==> src/rtl/rf_write_arbiter.sv <==
// Two-port writeback arbiter for the register file's single edge-triggered write port.
// Default build: fixed priority (A over B) with a B starvation counter; define RF_WR_RR_EN for round-robin.
module rf_write_arbiter #(
    parameter int DATA_W       = 32,
    parameter int ADDR_W       = 5,
    parameter int STARVE_LIMIT = 4
) (
    input  logic              clk,
    input  logic              rst,
    input  logic              a_valid,
    input  logic [ADDR_W-1:0] a_rd,
    input  logic [DATA_W-1:0] a_data,
    output logic              a_ready,
    input  logic              b_valid,
    input  logic [ADDR_W-1:0] b_rd,
    input  logic [DATA_W-1:0] b_data,
    output logic              b_ready,
    output logic [ADDR_W-1:0] rf_rd,
    output logic [DATA_W-1:0] rf_write_data,
    output logic              rf_write_enabled,
    output logic              busy
);

    typedef enum logic [1:0] {
        IDLE,
        SETUP,
        STROBE
    } state_t;

    state_t            state;
    state_t            state_nxt;
    logic              accepting;
    logic              b_wins;
    logic              grant_a;
    logic              grant_b;
    logic              xfer;
    logic              xfer_nz;
    logic [ADDR_W-1:0] sel_rd;
    logic [DATA_W-1:0] sel_data;

    // Ready is held off while reset is asserted, even though the state already reads IDLE.
    assign accepting = ((state == IDLE) || (state == STROBE)) && !rst;

`ifdef RF_WR_RR_EN
    logic last_b;

    assign b_wins = b_valid && (!a_valid || !last_b);

    always_ff @(posedge clk or posedge rst) begin
        if (rst) begin
            last_b <= 1'b1;
        end else if (xfer) begin
            last_b <= grant_b;
        end
    end
`else
    localparam logic [3:0] LIMIT = 4'(STARVE_LIMIT);

    logic [3:0] wait_cnt;

    assign b_wins = b_valid && (!a_valid || (wait_cnt == LIMIT));

    always_ff @(posedge clk or posedge rst) begin
        if (rst) begin
            wait_cnt <= 4'd0;
        end else if (grant_b) begin
            wait_cnt <= 4'd0;
        end else if (accepting && b_valid && (wait_cnt != LIMIT)) begin
            wait_cnt <= wait_cnt + 4'd1;
        end
    end
`endif

    assign grant_b  = accepting && b_wins;
    assign grant_a  = accepting && a_valid && !b_wins;
    assign a_ready  = grant_a;
    assign b_ready  = grant_b;
    assign xfer     = grant_a || grant_b;
    assign sel_rd   = grant_b ? b_rd : a_rd;
    assign sel_data = grant_b ? b_data : a_data;
    assign xfer_nz  = xfer && (sel_rd != '0);

    always_comb begin
        state_nxt = state;
        case (state)
            IDLE:    state_nxt = xfer_nz ? SETUP : IDLE;
            SETUP:   state_nxt = STROBE;
            STROBE:  state_nxt = xfer_nz ? SETUP : IDLE;
            default: state_nxt = IDLE;
        endcase
    end

    // Strobe and busy come straight from flops so the register file sees a clean edge.
    always_ff @(posedge clk or posedge rst) begin
        if (rst) begin
            state            <= IDLE;
            rf_rd            <= '0;
            rf_write_data    <= '0;
            rf_write_enabled <= 1'b0;
            busy             <= 1'b0;
        end else begin
            state            <= state_nxt;
            rf_write_enabled <= (state_nxt == STROBE);
            busy             <= (state_nxt != IDLE);
            if (xfer_nz) begin
                rf_rd         <= sel_rd;
                rf_write_data <= sel_data;
            end
        end
    end

endmodule
==> config.mk <==
export PLATFORM = sky130hd
export DESIGN_NAME = rf_write_arbiter
export DESIGN_NICKNAME = d
export VERILOG_FILES = /design/src/rtl/rf_write_arbiter.sv
export SDC_FILE = /design/constraint.sdc
export NUM_CORES = 1
export LEC_CHECK = 0
export BUFFER_PORTS_ARGS = -buffer_cell sky130_fd_sc_hd__buf_2
export CORE_AREA = 2 2 75 77
export CTS_CLUSTER_DIAMETER = 150
export DETAILED_ROUTE_END_ITERATION = 7
export DIE_AREA = 0 0 77 79
export MAX_ROUTING_LAYER = met4
export PLACE_DENSITY_LB_ADDON = 0.3
export SLEW_MARGIN = 15
export SYNTH_ARGS = -nofsm -noshare
export SYNTH_HDL_FRONTEND = slang
export SYNTH_SLANG_ARGS = --single-unit
==> constraint.sdc <==
create_clock -name clk -period 2.7 [get_ports clk]
set_input_delay 0.135 -clock clk [delete_from_list [all_inputs] [get_ports clk]]
set_output_delay 0.135 -clock clk [all_outputs]
set_load 0.05 [all_outputs]
### Yosys cells after proc, flatten, opt, wreduce, memory -nomap -nowiden

Cells that the tools add are included.

| operators by class | value |
|---|---|
| multiplexer cells | 6 |
| reduce and logical (&&, ||, !) cells | 19 |
| equal/unequal tests | 5 |
| add/subtract/negate cells | 1 |

Operators with widths:

| cell | number |
|---|---|
| 32-bit two-way mux | 1 |
| 1-bit logical AND | 8 |
| 4-bit two-way mux | 2 |
| 5-bit two-way mux | 1 |
| 5-bit nonzero test | 1 |
| 4-bit by 1-bit adder with 4-bit output (second input constant) | 1 |
| 2-bit equality test (second input constant) | 2 |
| 4-bit by 3-bit equality test with 1-bit output (second input constant) | 1 |
| 4-bit by 3-bit inequality test with 1-bit output (second input constant) | 1 |
| 2-bit case mux with 2 select lines | 1 |
| 2-bit nonzero test | 2 |
| 1-bit logical NOT | 3 |
| 1-bit logical OR | 3 |
| 2-bit by 1-bit equality test with 1-bit output (second input constant) | 1 |
| 2-bit logical NOT | 1 |
| 2-bit OR reduction | 1 |
| 1-bit two-way mux | 1 |

| word-level totals | value |
|---|---|
| logic and storage cells | 37 |
| register bits | 45 |

### Logic depth before layout (Yosys ltp)

Gate-level depths: netlist of run 1.

| depth | value |
|---|---|
| word-level depth | 10 |
| mapped depth | 8 |
| gate-level depth less buffers | 7 |

### Worst setup path after synthesis of run 1

Ideal clock, no wire load.

| timing path | value |
|---|---|
| kind | register to register |
| start point | reg wait_cnt[0] |
| end point | reg rf_write_data[21] |
| data arrival time | 2086 ps |
| cell stages (with the launch flop) | 9 |
| buffers on the path | 2 |
| required time | 2575 ps |
| slack | 489 ps |
| library setup time | 125 ps |
| path through | dfrtp_1 inv_1 ha_1 and3b_1 o21ai_0 buf_2 buf_2 mux2_2 mux2_4 |

| on the way | value |
|---|---|
| word-level cells in the longest chain between the ends | 7 |
| elaborated cells between the ends (all ways) | 11 |

RTL lines:

| item | RTL line | text |
|---|---|---|
| from (decl) | 59 | `logic [3:0] wait_cnt;` |
| from (signal assigned) | 69 | `wait_cnt <= wait_cnt + 4'd1;` |
| 4-bit by 3-bit equality test with 1-bit output (*) | 61 | `assign b_wins = b_valid && (!a_valid \|\| (wait_cnt == LIMIT));` |
| 1-bit logical OR (*) | 61 |  |
| 1-bit logical AND (*) | 61 |  |
| 1-bit logical AND or 1-bit logical NOT (tied branches) | 74, 75 |  |
| 5-bit two-way mux or 1-bit logical AND (tied branches) | 79, 75 |  |
| 5-bit nonzero test or 1-bit logical OR (tied branches) | 81, 78 |  |
| 1-bit logical AND | 81 | `assign xfer_nz = xfer && (sel_rd != '0);` |
| to (signal assigned) | 107 | `rf_write_data <= sel_data;` |
| to (decl) | 19 | `output logic [DATA_W-1:0] rf_write_data,` |

Every way passes the cells marked *; elsewhere a longest branch is shown, timed or not.
A chain may end at the register's enable or synchronous reset.

### Worst setup path in the final report of run 1

| timing path | value |
|---|---|
| start point | reg wait_cnt[0] |
| end point | out b_ready |

| on the way | value |
|---|---|
| word-level cells in the longest chain between the ends | 4 |

RTL lines:

| item | RTL line | text |
|---|---|---|
| 4-bit by 3-bit equality test with 1-bit output | 61 |  |
| 1-bit logical OR | 61 |  |
| 1-bit logical AND | 61 |  |
| 1-bit logical AND | 74 | `assign grant_b = accepting && b_wins;` |
| to (decl) | 17 | `output logic b_ready,` |

Every way passes these cells.

==> results.ini, run 1 <==
[run_status]
status = completed

[sta]
timing.setup.tns_ns = 0
timing.slew.headroom = 0.397
hold_viol = 0
slew_violations = 0
layout_min_cycle_time_ns = 2.43
rsz0062_at_grt = no
min_period_over_period = 0.898
clock_skew_ns = 0.00975
timing.fmax_mhz = 412
setup_violations = 0
worst_pin_slew_ns = 0.903

[detailed_routing]
dr.pass1.iters = 4
via_count = 1765
ant_nets = 0
drt-wirelength-per-cell_um = 14.4
drc = 0
dr.first_iter.drc_count = 64
vias_per_cell = 4.90
wl_um = 5170

[synthesis]
synthSimpleGateAreaFrac = 0.0513
ys_async_sr_fraction = 1.00
synth_seq_cells = 44
synth_cell_type_count = 31
synth_mux_area_frac = 0.370
ys_warn_count = 0
synth_edf_count = 0
synthAdderAreaFrac = 0.0108
synth_top_family_by_area = multiplexers
syn_area_per_cell_um2 = 13.9
ys_seq_area_frac = 0.475
synth_compound_area_frac = 0.0540
synth_top_area_cell = dfrtp_1
synth_cells = 167
synthXorXnorAreaFrac = 0
synth_area_mm2 = 0.00232
synth_ff_type = dfrtp_1
synth_area_leaders = dfrtp_1 (48%), mux2_2 (25%), mux2_4 (10%), o21ai_0 (1.5%), buf_6 (1.5%)
synth_top_area_share = 0.475
synth.net_count = 247

[grt]
grt_pass1_wl_um = 8690
grt_antenna_before_repair = 0
grt-ovfl-total = 0
grt_start_max_net_pins = 45
grt_pass1_vias = 1842
grt.total_usage = 0.183

[power]
clkPwrFrac = 0.218
switching_share = 0.401
comb_power_share = 0.404
netSwitchingPower_mw = 0.912
finalPower_mw = 2.28
ir_worst_vdd_mv = 0.476
share_seq_of_total_power = 0.378
leakage_nw = 1.54
powerDensity_mw_per_mm2 = 737
internal-power_mw = 1.36

[hold_path]
hold_class = in -> async

[clock_tree]
cts_setup_buffers = 0
cts_tree = yes
cts_buffers = 5
clkSinkCount = 44
cts_root_buffer = clkbuf_8
htreeDepth = 2
clk_pin_slew_ns = 0.09
cts_resized = 0
clk_latency_ns = 0.29
clockBufferDepth = 2
ctsHoldBuffers = 0

[floorplanning]
rows = 27
die_y_um = 79
design.core.area_mm2 = 0.00534
pin_count = 119
initial_core_util = 0.434
die_w_um = 77
dieArea_mm2 = 0.00608

[placed_design]
dp_hpwl_um = 3900
portBuffers = 118
place_congestion = 0.825

[setup_path]
crit_fanout = 14
worstPathRequired_ns = 2.57
rr_startpoint = wait_cnt[0]$_DFFE_PP0P_
critical_path_class = reg -> out
reg2reg_depth = 7
cp.arrival_ns = 2.29
cp-startpoint = wait_cnt[0]$_DFFE_PP0P_
cp-end-kind = output pin
start_kind = register

[cells_and_area]
antenna_cells = 0
nets = 367
drive_gt1_frac = 0.708
num-fill-cells = 478
area_growth_syn_to_layout_pct = 33.4

[job]
maxCapViolCount = 0

final cells by class:
cell class	count	area, µm²	area share
repair buffers	122	621	0.201
inverters	7	26.3	0.00851
flip-flops and latches	44	1100	0.356
clock buffers	6	72.6	0.0235
clock inverters	2	35.0	0.0113
well taps	72	90.1	0.0292
multi-input cells	107	1140	0.370
logic make-up after synthesis:
group / Yosys count
adders and majority gates: 2
AOI/OAI and AO/OA: 16
muxes: 71
buffers and inverters: 16
and+or+nand+nor: 18
DFF: 44
cell usage after synthesis, drive strengths merged (2+ instances only):
| cell | number |
|---|---|
| nor2b | 2 |
| mux2 | 68 |
| inv | 7 |
| buf | 8 |
| mux2i | 3 |
| o22ai | 2 |
| nand4 | 2 |
| ha | 2 |
| dfrtp | 44 |
| o21ai | 7 |
| nand2 | 3 |
| nand3 | 2 |
cells in the final DEF (no fill, tap or decap), drive strengths merged:
cell / n
o31ai: 1
nor3b: 1
nand3b: 1
a21o: 1
nor2b: 2
a21oi: 1
nor2: 1
nand4: 2
or4: 1
o2111ai: 1
nor4: 1
nand2: 3
or2: 1
buf: 122
or3b: 1
a2111oi: 1
mux2i: 3
nand3: 2
o21ai: 7
clkinv: 1
dfrtp: 44
a211oi: 1
nor3: 1
o311ai: 1
o22ai: 2
ha: 2
inv: 7
bufinv: 1
and3b: 1
mux2: 68
clkbuf: 6
path summary, 6_finish.rpt:
| check | end | slack [ns] |
|---|---|---|
| max | b_ready | 0.27 |
| min | rf_rd[3]$_DFFE_PP0P_ | 0.07 |
| max reg2reg | rf_write_data[28]$_DFFE_PP0P_ | 0.29 |
| min reg2reg | rf_write_enabled$_DFF_PP0_ | 0.44 |
| max in group asynchronous | rf_write_data[29]$_DFFE_PP0P_ | 2.05 |
| min in group clk | rf_rd[4]$_DFFE_PP0P_ | 0.16 |
routing by layer:
metal	vias up	global-route usage	share of wire
li1	848	-	-
met1	847	0.231	0.43
met2	63	0.304	0.50
met3	7	0.0330	0.053
met4	0	0.0554	0.011
met5	-	-	0
worst max-delay path: stages (launching register included):
cell     delay (ns)
dfrtp_1        0.40
inv_1          0.06
ha_1           0.20
and3b_1        0.23
o21ai_4        0.45
buf_4          0.33
inv_1          0.09
buf_2          0.22
state kept, by name, summed over array words and instances, names as in the netlist:
| name | cells |
|---|---|
| rf_write_data | 32 |
| rf_rd | 5 |
| wait_cnt | 4 |
| busy | 1 |
| rf_write_enabled | 1 |
| state | 1 |
stage by stage:
step                      instance area (µm²)  setup WS (ns)  utilization  hold slack, ns  instances
after floorplan                          2320          0.489            -           0.330        167
after global placement                   2980          0.373        0.559           0.422        352
after detailed placement                 2980          0.315        0.559           0.426        352
after CTS                                3090          0.274        0.579           0.107        360
after global routing                     3090         0.0663        0.579           0.145        360
final                                    3090          0.274        0.579          0.0669        360
power groups by stage:
stage               Clock [mW]  Sequential [mW]  Combinational [mW]
floorplan                    0             1.29               0.270
global placement             0            0.869               0.915
detailed placement           0            0.869               0.927
CTS                      0.503            0.861               0.928
global route             0.532            0.880               0.969
finish                   0.497            0.860               0.920
No activity file was read; power rests on OpenSTA's default activity.
==> run 2, diff against run 1 <==
Settings changed: ABC_AREA from default to 1.
==> run 2 against run 1 <==
The flow now finishes with violations (negative hold slack). Sequential power increased by 3.1%. Final area is 0.40% higher. Critical path depth is 6 higher. Die area unchanged. Total power is 0.16% higher. Flip-flop and latch count did not move. Fmax rose by 1.3%. Cell count is 44% higher. Critical endpoint is now rf_write_data[23]$_DFFE_PP0P_. Largest power group unchanged.
==> results.ini, run 2 <==
[clock_tree]
cts_tree = yes
clk_latency_ns = 0.29
clk_pin_slew_ns = 0.09
ctsHoldBuffers = 0
cts_resized = 0
clockBufferDepth = 2
cts_setup_buffers = 0
htreeDepth = 2
clkSinkCount = 44
cts_buffers = 5
cts_root_buffer = clkbuf_8

[setup_path]
cp-end-kind = register
cp.arrival_ns = 2.62
reg2reg_to = rf_write_data[23]$_DFFE_PP0P_
reg2reg_depth = 13
start_kind = register
rr_startpoint = wait_cnt[0]$_DFFE_PP0P_
critical_path_class = reg -> reg
worstPathRequired_ns = 2.92
r2r_slack_ns = 0.31
crit_fanout = 28

[cells_and_area]
fin_util = 0.581
area_growth_syn_to_layout_pct = 30.7
reg_top3 = rf_write_data: 32 flops, rf_rd: 5 flops, wait_cnt: 4 flops
final_common_cell = nand2_1
nets = 527
final_cell_mix = nand2_1 (175), buf_2 (118), dfrtp_1 (44)
drive_gt1_frac = 0.339
largest-register = rf_write_data
post_layout_nonfiller_instances = 520
final_area_mm2 = 0.00310
largest_reg_flops = 32
antenna_cells = 0

[placed_design]
place_congestion = 0.904
placedInstanceArea_mm2 = 0.00301
dp.cells = 512
place_ws_ns = 0.346
portBuffers = 118
dp_hpwl_um = 4330

[floorplanning]
pin_count = 119
die_w_um = 77
initial_core_util = 0.444
dieArea_mm2 = 0.00608
rows = 27
die_y_um = 79
design.core.area_mm2 = 0.00534

[detailed_routing]
drt-wirelength-per-cell_um = 11.2
drc = 0
ant_nets = 0
wl_um = 5800
dr.first_iter.drc_count = 132
vias_per_cell = 4.57
via_count = 2374
dr.pass1.iters = 4

[sta]
min_period_over_period = 0.886
hold_viol = 3
worst_pin_slew_ns = 0.536
timing.fmax_mhz = 418
setup_violations = 0
rsz0062_at_grt = no
finalWorstSetupSlack_ns = 0.306
timing.setup.tns_ns = 0
slew_violations = 0
timing.hold.ws_ns = -0.000255
clock_skew_ns = 0.00957
layout_min_cycle_time_ns = 2.39
timing.slew.headroom = 0.643

[synthesis]
synth_area_mm2 = 0.00237
synth_area_leaders = dfrtp_1 (46%), nand2_1 (28%), nand3_1 (8.6%), nand2_2 (2.9%), inv_1 (2.5%)
ys_seq_area_frac = 0.464
synth_ff_type = dfrtp_1
synth_top_area_share = 0.464
synth_cell_type_count = 24
synth.net_count = 414
synth_top_area_cell = dfrtp_1
ys_warn_count = 0
synth_seq_cells = 44
ys_async_sr_fraction = 1.00
synth.most_common_cell = nand2_1
synth_edf_count = 0
synth_cells = 334
synthTopCellsByCount = nand2_1 (175), dfrtp_1 (44), nand3_1 (41), inv_1 (16), nand2_2 (11)
syn_area_per_cell_um2 = 7.10

[grt]
grt-ovfl-total = 0
grt_pass1_wl_um = 9930
grt.total_usage = 0.208
grt_start_max_net_pins = 45
grt_pass1_vias = 2261
grt_antenna_before_repair = 0

[run_status]
violations = negative hold slack
status = complete, but fails checks

[hold_path]
hold_class = in -> async

[power]
powerDensity_mw_per_mm2 = 735
ir_worst_vdd_mv = 0.328
share_seq_of_total_power = 0.389
comb_power_share = 0.436
clkPwrFrac = 0.174
netSwitchingPower_mw = 1.04
switching_share = 0.457
leakage_nw = 1.91
internal-power_mw = 1.24
finalPower_mw = 2.28

[job]
maxCapViolCount = 0

## run 2: cell count changes in the layout (fill, tap and decap cells not counted), sizes merged, moves of 3 or more
cell    before  now
clkinv       1    4
nand3        2   42
mux2i        3    0
inv          7   21
nor2         1    5
nand2        3  186
mux2        68    0
## run 2: cell type report
type | count | area [µm²]
Sequential cell | 44 | 1100
Timing Repair Buffer | 124 | 648
Multi-Input combinational cell | 250 | 1090
Tap cell | 72 | 90.1
Clock buffer | 5 | 68.8
Inverter | 22 | 85.1
Fill cell | 529 | 2240
Clock inverter | 3 | 18.8
## run 2: routing by layer
layer | wire, µm | share of wire | track usage | up-vias
li1 | - | - | - | 1252
met1 | 2520 | 0.43 | 0.260 | 1051
met2 | 2900 | 0.50 | 0.346 | 69
met3 | 338 | 0.058 | 0.0500 | 2
met4 | 37 | 0.0064 | 0.0518 | 0
met5 | 0 | 0 | - | -
## run 2: kinds of logic after synthesis
| group | after synthesis | synth area share |
|---|---|---|
| simple gates | 238 | 0.422 |
| flops | 44 | 0.464 |
| buf+inv | 40 | 0.0796 |
| compound gates | 10 | 0.0237 |
| fa+ha+maj | 2 | 0.0105 |
## run 2: worst max path at each step
| stage | end | start | slack (ns) | cells past startpoint |
|---|---|---|---|---|
| final | rf_write_data[23]$_DFFE_PP0P_ | wait_cnt[0]$_DFFE_PP0P_ | 0.31 | 13 |
| after floorplan | rf_write_data[27]$_DFFE_PP0P_ | rst | 0.74 | 11 |
| after global placement | rf_write_data[21]$_DFFE_PP0P_ | wait_cnt[0]$_DFFE_PP0P_ | 0.44 | 13 |
| after global routing | rf_write_data[5]$_DFFE_PP0P_ | wait_cnt[0]$_DFFE_PP0P_ | 0.005 | 13 |
| after CTS | b_ready | wait_cnt[0]$_DFFE_PP0P_ | 0.20 | 7 |
| after detailed placement | rf_write_data[13]$_DFFE_PP0P_ | wait_cnt[0]$_DFFE_PP0P_ | 0.35 | 12 |
## run 2: critical path, cell delays in order (launching register included)
cell and delay [ns]:
dfrtp_1 0.40, inv_1 0.10, ha_1 0.17, nand3_2 0.10, nand2_2 0.12, nand2_2 0.29, nand2_1 0.16, nand2_1 0.08
nand2_1 0.13, inv_1 0.05, nand2_1 0.18, buf_4 0.34, nand3_1 0.12, nand2_1 0.08
## run 2: power groups by stage
stage          clock network, mW  registers, mW  logic, mW
2_1_floorplan                  0           1.34      0.303
3_3_place_gp                   0          0.902      0.983
3_5_place_dp                   0          0.898       1.00
4_1_cts                    0.408          0.888       1.00
5_1_grt                    0.442          0.906       1.07
6_report                   0.398          0.887      0.995
==> run 3, diff against run 2 <==
Settings changed: RECOVER_POWER from default to 100.
==> run 3 against run 2 <==
Non-clock buffer count is the same. Combinational power down 4.4%. Clock-buffer cell count did not move. Critical path type unchanged. Sequential share of layout area grew 0.81 points. Largest cell class unchanged. Largest power group unchanged. The flow finishes with violations (max-capacitance violations, max-slew violations). Clock skew grew 0.00092 ns. Sequential power is 0.5% higher. First-iteration DRC count is 9.1% lower.
==> results.ini, run 3 (synthesized netlist as in run 2, its figures left out) <==
[run_status]
violations = max-capacitance violations, max-slew violations
status = complete, but fails checks

[clock_tree]
cts_tree = yes
cts_resized = 0
clk_latency_ns = 0.29
cts_setup_buffers = 0
clockBufferDepth = 2
clk_pin_slew_ns = 0.09
cts_buffers = 5
ctsHoldBuffers = 0
clkSinkCount = 44
cts_root_buffer = clkbuf_8
htreeDepth = 2

[cells_and_area]
num-fill-cells = 566
largest_reg_flops = 32
largest-register = rf_write_data
final_cell_mix = nand2_1 (176), buf_2 (77), dfrtp_1 (44)
nets = 527
reg_top3 = rf_write_data: 32 flops, rf_rd: 5 flops, wait_cnt: 4 flops
multi_input_area_mm2 = 0.00109
fin_util = 0.568
regArea_mm2 = 0.00110
final_common_cell = nand2_1
drive_gt1_frac = 0.241
area_growth_syn_to_layout_pct = 27.8
antenna_cells = 0

[sta]
worst_pin_slew_ns = 2.27
timing.slew.headroom = -0.514
layout_min_cycle_time_ns = 2.45
timing.setup.tns_ns = 0
clock_skew_ns = 0.0105
slew_violations = 45
rsz0062_at_grt = no
setup_violations = 0
timing.fmax_mhz = 409
hold_viol = 0
timing.hold.ws_ns = 0.156
min_period_over_period = 0.906

[floorplanning]
die_y_um = 79
rows = 27
pin_count = 119
die_w_um = 77
design.core.area_mm2 = 0.00534
initial_core_util = 0.444
dieArea_mm2 = 0.00608

[detailed_routing]
dr.first_iter.drc_count = 120
drc = 0
drt-wirelength-per-cell_um = 11.2
via_count = 2412
vias_per_cell = 4.64
dr.pass1.iters = 4
ant_nets = 0
wl_um = 5810

[grt]
use_met3 = 0.0500
grt-ovfl-total = 0
grt.total_usage = 0.208
top_usage_layer = met2
grt_pass1_wl_um = 9930
grtUsageMet1 = 0.260
grt_pass1_vias = 2261
grt_use_met2 = 0.346
grt_start_max_net_pins = 45
grt_antenna_before_repair = 0

[setup_path]
r2r_slack_ns = 0.25
cp-end-kind = register
crit_fanout = 24
reg2reg_depth = 12
critical_path_class = reg -> reg
rr_startpoint = wait_cnt[0]$_DFFE_PP0P_
cp.arrival_ns = 2.68
reg2reg_to = rf_rd[1]$_DFFE_PP0P_
worstPathRequired_ns = 2.93
cp-startpoint = wait_cnt[0]$_DFFE_PP0P_
start_kind = register
crit_end = rf_rd[1]$_DFFE_PP0P_

[power]
powerDensity_mw_per_mm2 = 739
ir_worst_vdd_mv = 0.321
leakage_nw = 1.77
finalPower_mw = 2.24

[job]
maxCapViolCount = 1

[placed_design]
portBuffers = 118
place_congestion = 0.904
dp_hpwl_um = 4330

[hold_path]
hold_class = in -> reg

run 3: how the worst min path moves through the flow:
stage / slack (ns) / cells past startpoint / endpoint / start
final: 0.16 / 5 / rf_write_data[31]$_DFFE_PP0P_ / b_data[31]
after global placement: 0.34 / 3 / rf_write_data[18]$_DFFE_PP0P_ / rst
after global routing: 0.16 / 5 / rf_write_data[13]$_DFFE_PP0P_ / a_data[13]
after detailed placement: 0.34 / 3 / wait_cnt[1]$_DFFE_PP0P_ / rst
after CTS: 0.02 / 3 / wait_cnt[1]$_DFFE_PP0P_ / rst
after floorplan: 0.16 / 1 / busy$_DFF_PP0_ / rst
run 3: through the flow:
stage	instance area, µm²	worst slack, ns	cells
finish	3030	0.255	520
global route	3030	0.00457	520
CTS	3100	0.200	520
detailed placement	3010	0.346	512
global placement	3010	0.442	512
floorplan	2370	0.742	334
run 3: worst max-delay path, cell delays in order (launching register included):
cell and delay [ns]:
dfrtp_1 0.37, inv_1 0.08, ha_1 0.21, nand3_2 0.10, nand2_2 0.09, nand2_2 0.36
nand2_1 0.14, nand2_1 0.11, nand3_1 0.14, o21bai_4 0.29, clkbuf_4 0.34, nand2_1 0.08
nand2_1 0.07
run 3: power by group:
group          switching [mW]  internal (mW)  total, mW
combinational           0.740          0.210      0.951
clock                   0.219          0.180      0.399
sequential             0.0865          0.805      0.891
run 3: final cells by class:
type | count | share of cell area
inverters | 22 | 0.0281
clock inverters | 3 | 0.00619
well taps | 72 | 0.0297
multi-input cells | 250 | 0.358
flip-flops and latches | 44 | 0.363
repair buffers | 124 | 0.192
clock buffers | 5 | 0.0227
run 3: routing by layer:
metal / routed length, µm / up-vias
met1: 2550 / 1082
met4: 37 / 0
li1: - / 1251
met2: 2860 / 77
met3: 365 / 2
met5: 0 / -
